<file path="src/rtl/axi_stream_rr_arbiter.sv">
// Round-robin N-to-1 AXI-stream arbiter. The grant is held from the first beat
// to the last beat of a packet, so packets from different requesters never interleave.
module axi_stream_rr_arbiter #(
  parameter int N       = 4,
  parameter int DATA_WD = 8,
  parameter int ID_WD   = 2
) (
  input  logic                 clk,
  input  logic                 rst,
  input  logic [N-1:0]         s_valid,
  input  logic [N*DATA_WD-1:0] s_data,
  input  logic [N-1:0]         s_last,
  output logic [N-1:0]         s_ready,
  output logic                 m_valid,
  output logic [DATA_WD-1:0]   m_data,
  output logic                 m_last,
  output logic [ID_WD-1:0]     m_id,
  input  logic                 m_ready
);

  typedef enum logic {IDLE = 1'b0, BUSY = 1'b1} state_t;

  state_t           state, state_nxt;
  logic [ID_WD-1:0] grant, grant_nxt;
  logic [ID_WD-1:0] ptr, ptr_nxt;
  logic [ID_WD-1:0] pick;
  logic             pick_vld;
  logic [ID_WD:0]   scan_sum;
  logic [ID_WD-1:0] scan_idx;
  logic             busy;
  logic             xfer;

  // Rotating-priority scan: ptr, ptr+1, ..., N-1, 0, ..., ptr-1; first valid wins.
  always_comb begin
    pick     = '0;
    pick_vld = 1'b0;
    scan_sum = '0;
    scan_idx = '0;
    for (int k = 0; k < N; k++) begin
      scan_sum = {1'b0, ptr} + (ID_WD+1)'(k);
      if (scan_sum >= (ID_WD+1)'(N)) scan_sum = scan_sum - (ID_WD+1)'(N);
      scan_idx = scan_sum[ID_WD-1:0];
      if (!pick_vld && s_valid[scan_idx]) begin
        pick     = scan_idx;
        pick_vld = 1'b1;
      end
    end
  end

  // Output mux is a pure function of the registered grant; m_ready never feeds m_valid.
  assign busy    = (state == BUSY);
  assign m_id    = grant;
  assign m_data  = s_data[int'(grant)*DATA_WD +: DATA_WD];
  assign m_valid = busy && s_valid[grant];
  assign m_last  = busy && s_last[grant];
  assign xfer    = m_valid && m_ready;

  always_comb begin
    s_ready = '0;
    if (busy) s_ready[grant] = m_ready;
  end

  always_comb begin
    state_nxt = state;
    grant_nxt = grant;
    ptr_nxt   = ptr;
    if (state == IDLE) begin
      if (pick_vld) begin
        grant_nxt = pick;
        state_nxt = BUSY;
      end
    end else if (xfer && s_last[grant]) begin
      state_nxt = IDLE;
      ptr_nxt   = (grant == ID_WD'(N-1)) ? '0 : grant + 1'b1;
    end
  end

  always_ff @(posedge clk) begin
    if (rst) begin
      state <= IDLE;
      grant <= '0;
      ptr   <= '0;
    end else begin
      state <= state_nxt;
      grant <= grant_nxt;
      ptr   <= ptr_nxt;
    end
  end

endmodule

</file>
<file path="config.mk">
export PLATFORM = sky130hd
export DESIGN_NAME = axi_stream_rr_arbiter
export DESIGN_NICKNAME = d
export VERILOG_FILES = /design/src/rtl/axi_stream_rr_arbiter.sv
export SDC_FILE = /design/constraint.sdc
export NUM_CORES = 1
export LEC_CHECK = 0
export CELL_PAD_IN_SITES_DETAIL_PLACEMENT = 0
export CELL_PAD_IN_SITES_GLOBAL_PLACEMENT = 1
export CORE_MARGIN = 10
export CORE_UTILIZATION = 20
export CTS_BUF_LIST = sky130_fd_sc_hd__clkbuf_8
export CTS_CLUSTER_SIZE = 14
export DETAILED_ROUTE_END_ITERATION = 8
export PLACE_DENSITY = 0.92
export SLEW_MARGIN = 20
export SYNTH_ARGS = -nofsm -noshare
export SYNTH_HDL_FRONTEND = slang
export SYNTH_SLANG_ARGS = --single-unit
export TNS_END_PERCENT = 100
</file>
<file path="constraint.sdc">
create_clock -name clk -period 2 [get_ports clk]
set_input_delay 0.2 -clock clk [delete_from_list [all_inputs] [get_ports clk]]
set_output_delay 0.2 -clock clk [all_outputs]
set_load 0.005 [all_outputs]
</file>
Word level (Yosys, flattened, before mapping)
Index checks and enable logic that the tools add are counted.

Register bits after elaboration: 5. Bits of input ports: 43. Word-level logic and storage cells: 69.

$add $sub $neg: 8. Order comparisons: 10. Equal/unequal tests: 1. Shifts and indexed selects: 1. Muxes and demuxes: 31. Bitwise logic cells: 2. Reduce and logical (&&, ||, !) cells: 13.

Operators with widths (count): 32-bit by 6-bit indexed part select with 8-bit output (1); 2-bit two-way mux (9); 2-bit by 3-bit < comparator with 1-bit output (second input constant) (5); 1-bit two-way mux (14); 1-bit binary-select mux with 2-bit select (6); 3-bit greater-or-equal comparator (second input constant) (3); 1-bit logical AND (8); 2-bit by 1-bit subtractor with 2-bit output (second input constant) (4); 2-bit by 2-bit adder with 3-bit output (second input constant) (2); 4-bit bitwise AND (1); 4-bit two-way mux (1); 2-bit AND reduction (2); 2-bit by 1-bit adder with 3-bit output (second input constant) (1); 2-bit by 3-bit greater-or-equal comparator with 1-bit output (second input constant) (1); 1-bit zero test (3); 2-bit by 1-bit adder with 2-bit output (second input constant) (1); 1-bit demux with 2-bit select (1); 2-bit == test (second input constant) (1); 2-bit by 1-bit greater-or-equal comparator with 1-bit output (second input constant) (1); 1-bit NOT (1).

Longest topological paths before layout
Depth after elaboration: 16. Depth in mapped cells: 5. Depth with buffers taken out: 4.

Worst setup path after synthesis
OpenSTA, ideal clock, no wires.

Path type: reg-to-reg. Start: reg grant[0] (netlist: m_id[0]). End: reg ptr[1]. Setup time: 114 ps. Arrival: 1419 ps. Data required time: 1886 ps. Slack: 466 ps. Cell stages (with the launch flop): 5. Buffers on the path: 0. Period minus slack after synthesis: 1534 ps. Path through: dfxtp_1 > mux4_1 > nand4_2 > mux2i_1 > nor2_1.

Longest elaborated chain between the ends: 6. Elaborated cells between the ends (all ways): 11. Those cells by class: add/sub: 1; eq/ne: 1; mux: 5; reduce/logical: 4.

Ends and longest elaborated chain: start: declaration (line 24) `logic [ID_WD-1:0] grant, grant_nxt;`; start signal: assignment (line 85) `grant <= grant_nxt;`; 1-bit binary-select mux with 2-bit select (line 54) `assign m_valid = busy && s_valid[grant];`; 1-bit two-way mux (implied by the code) (line 54); 1-bit logical AND (line 54); 1-bit logical AND (line 56) `assign xfer = m_valid && m_ready;`; 1-bit logical AND (line 72) `end else if (xfer && s_last[grant]) begin`; 2-bit AND reduction (no line); end signal: assignment (line 86) `ptr <= ptr_nxt;`; end: declaration (line 25) `logic [ID_WD-1:0] ptr, ptr_nxt;`.

Several ways; a longest one is shown, not always the timed one. The select of a mux whose other input is x is not followed. A chain may end at the register's enable or synchronous reset.

Worst setup path in the final report
Start: in s_valid[3]. End: out m_valid.

Longest elaborated chain between the ends: 3.

Ends and longest elaborated chain: start: declaration (line 10) `input logic [N-1:0] s_valid,`; 1-bit binary-select mux with 2-bit select (line 54); 1-bit two-way mux (implied by the code) (line 54); 1-bit logical AND (line 54); end: declaration (line 14) `output logic m_valid,`.

No other way between the ends. The select of a mux whose other input is x is not followed.

==> summary.md <==
| Metric | Value |
|---|---|
| Comb power frac | 44.4% |
| Int Power | 0.000412 W |
| Fmax | around 0.51 GHz |
| R2R setup slack | ~470 ps |
| Fin. Hold Viols | 0 |
| Unrepaired setup endpoints after global routing | false |
| Pin count of the biggest net entering global routing | 13 |
| Top-area cell type share of the netlist area | about a quarter |
| Final Critical Period | about 2000 ps |
| Netlist cell types | 22 |
| Synth Warn # | 0 |
| Critical path arrival | approximately 1800 ps |
| Worst Tran Pin Value | slightly below 500 ps |
| Gpl congestion | approximately 0.74 |
| Crit share post-route | between 90 and 100% |
| Mapped Cells | 57 |
| Max-Cap Viols | 0 |
| Mean post-synth cell area | between 10 and 15 um^2 |
| Slowest CP cell | mux4_2 |
| Antenna-violating nets left | 0 |
| Core area | 0.00283 mm^2 |
| Synthesized Nets | around 100 |
| CTS clk-pin slew, worst paths | ~40 ps |
| Setup crit end kind | output port |
| Setup Crit Path Kind | in2out |
| # Post-CTS Setup Buffers | 0 |
| CP cell instances | clkdlybuf4s50_1 > mux4_2 > and2_1 > clkdlybuf4s50_1 |
| Cts bufs inserted | 3 |
| Clock network power share | between 30% and 40% |
| Area of the die | approximately 0.0057 mm^2 |
| Worst R2R Start | m_id[0] |
| Hold EP | ptr[0] |
| WL/cell | around 16 um |
| Total grt overflow | 0 |
| Initial antenna violation count | 0 |
| Utilization after layout | around 47% |
| Initial core utilization | a little over a fifth |
| Layout cells sized above 1 | between 10% and 20% |
| Clock buffer depth | 2 |
| Final Skew | approximately 1.6 ps |
| Crit path buf inv count | 2 |
| Top cell type by total area after synthesis | mux4_2 |
| WL final | ~2.5 mm |
| Psw | roughly 0.00012 W |
| Status | finished clean |
| Critical path's top delay family | buffers and inverters |
| Drt via density | a little under 5 |
| Clock Sinks | 5 |
| TritonRoute pass-1 iters | 2 |
| Yosys reg bits | 5 |
| Die Y | around 75 um |
| Critical Path RT | around 1800 ps |
| Pins over their slew limit | 0 |
| CTS H-tree depth | 1 |
| R2r endpoint | ptr[1] |
| R2R depth | 5 |
| Via Count | approximately 750 |
| CP max stage delay | 500 ps |
| I/O pins | between 50 and 60 |
| Worst vdd ir | about 0.26 mV |
| Main combinational cell family by area after synthesis | multiplexers |
| # port buffers | a little under 60 |
| Crit start category | primary input |
| Vias in the first global route | 794 |
| Area Overhead vs Synth | 117% |
| WHS Path Cells | 2 |
| Area contributors post-synth | mux4_2 (26%), dfxtp_1 (16%), mux4_1 (13%) |
| Final setup viols | 0 |
| Layout Nets | ~170 |
| Cell mode on critical path | clkdlybuf4s50_1 |
| Post-Place Setup Slack | -62.2 ps |
| CTS Root Cell | clkbuf_8 |
| Die width | around 75 um |
| XOR/XNOR Fraction of Synth Area | 0% |
| First-pass GRT wire length | ~3.8 mm |
| Leak | approximately 0.55 nW |
| Synth Cell Area | about 610 um^2 |
| Post-synthesis mux area share | approximately two fifths |
| Seq pwr share | between 20 and 25% |
| Final worst setup slack | between 30 and 40 ps |
| DP Wirelength | about 2.2 mm |
| Clock latency on the worst-skew pair | about 220 ps |
| Slew margin rel. | 66.6% |
| DR iter-0 viols | 12 |
| Hold WC Path Type | reg2reg |
| DRC viols | 0 |
| # rows | 19 |
| Cell Pwr Density | ~410 mW/mm^2 |
| CTS tree | built |
| Worst Path Max Fanout | 2 |
| Register area share after synthesis | 16.4% |
| Antenna Diode Count | 0 |
| HP Start | ptr[0] |
| Adder-Cell Fraction of Synth Area | slightly above 8% |
| Sw Ratio | 23.2% |
| Synth Area in Compound Gates | between 10% and 20% |
| Post-synthesis simple-gate area fraction | 14.4% |
| Total track usage | a little under 9% |
| Total power | between 0.0005 and 0.0006 W |
[cell usage after synthesis]
cell type / n
and2_2: 1
nor3_1: 1
dfxtp_1: 5
a21oi_1: 5
and3_1: 4
o21ai_0: 2
mux2i_1: 1
or3_1: 1
a211o_1: 1
clkbuf_8: 1
mux4_1: 3
nor4_1: 1
mux4_2: 7
ha_1: 4
o221ai_1: 3
nand2_1: 1
inv_1: 7
clkbuf_1: 2
nand4_2: 1
a21o_1: 1
and2_1: 1
nor2_1: 4
[worst reg2reg max path: stages (launching register included)]
cell     delay, ps
dfxtp_4        380
mux4_2         530
buf_4          150
nand4_2        120
mux2i_1        190
nor2_1          50
[worst max-delay path by stage]
stage               slack [ps]        from        end  cells after the start
global route                 4     m_id[0]    m_valid                      3
CTS                        -40     m_id[0]  m_data[1]                      3
finish                      30  s_valid[3]    m_valid                      4
floorplan                  470     m_id[0]     ptr[1]                      4
detailed placement         -60  s_valid[0]    m_valid                      4
global placement           -60  s_valid[0]    m_valid                      4
[stage by stage]
| stage | TNS [ps] | hold WS, ps | instance area (um^2) | instances |
|---|---|---|---|---|
| floorplan | 0 | 269 | 609 | 57 |
| global placement | -64.0 | 492 | 1270 | 151 |
| detailed placement | -62.2 | 502 | 1270 | 151 |
| CTS | -42.9 | 507 | 1310 | 155 |
| global route | 0 | 549 | 1320 | 155 |
| finish | 0 | 507 | 1320 | 155 |
[flip-flops by register name, indices dropped and copies added (netlist names)]
| register | cells |
|---|---|
| busy | 1 |
| m_id | 2 |
| ptr | 2 |
[power groups by stage]
stage                     Sequential [W]  Combinational [W]  Clock (W)
final                           0.000119           0.000238   0.000179
after global routing            0.000121           0.000258   0.000196
after CTS                       0.000120           0.000243   0.000184
after detailed placement        0.000120           0.000241          0
after global placement          0.000119           0.000237          0
after floorplan                 0.000115          0.0000822          0
[final cells by class]
| class | count | area [um^2] |
|---|---|---|
| multi-input combinational | 42 | 454 |
| tap | 31 | 38.8 |
| sequential | 5 | 105 |
| clock buffer | 3 | 41.3 |
| inverter | 7 | 26.3 |
| clock inverter | 1 | 3.75 |
| timing repair buffer | 66 | 652 |
| fill | 281 | 1510 |
[kinds of logic (layout without fill, tap and decap cells)]
logic type / after synthesis / after routing
AOI/OAI and AO/OA: 12 / 12
adders and majority gates: 4 / 4
buffers and inverters: 10 / 77
DFF: 5 / 5
muxes: 11 / 11
and+or+nand+nor: 15 / 15
[layout by cell type (no fill, tap or decap), types with 4 or more instances in the layout]
master and count:
mux4_2 9, a21oi_1 5, nor2_1 4, buf_4 7
inv_1 8, clkdlybuf4s50_1 55, and3_1 4, ha_1 4
[repair_timing]
action | in CTS | in global routing
gates resized for setup | 5 | 5
hold buffers | 0 | 0
endpoints found under the setup margin | 10 | 10
gates cloned | 0 | 0
[metal layers]
layer  GRT usage (%)  vias up  part of all wire (%)
met5               0        -                     0
li1                -      362                     -
met3            2.89        0                   7.7
met2            16.7       36                    49
met4            1.86        0                     0
met1            9.20      349                    43
Power figures use the tool's default switching activity.
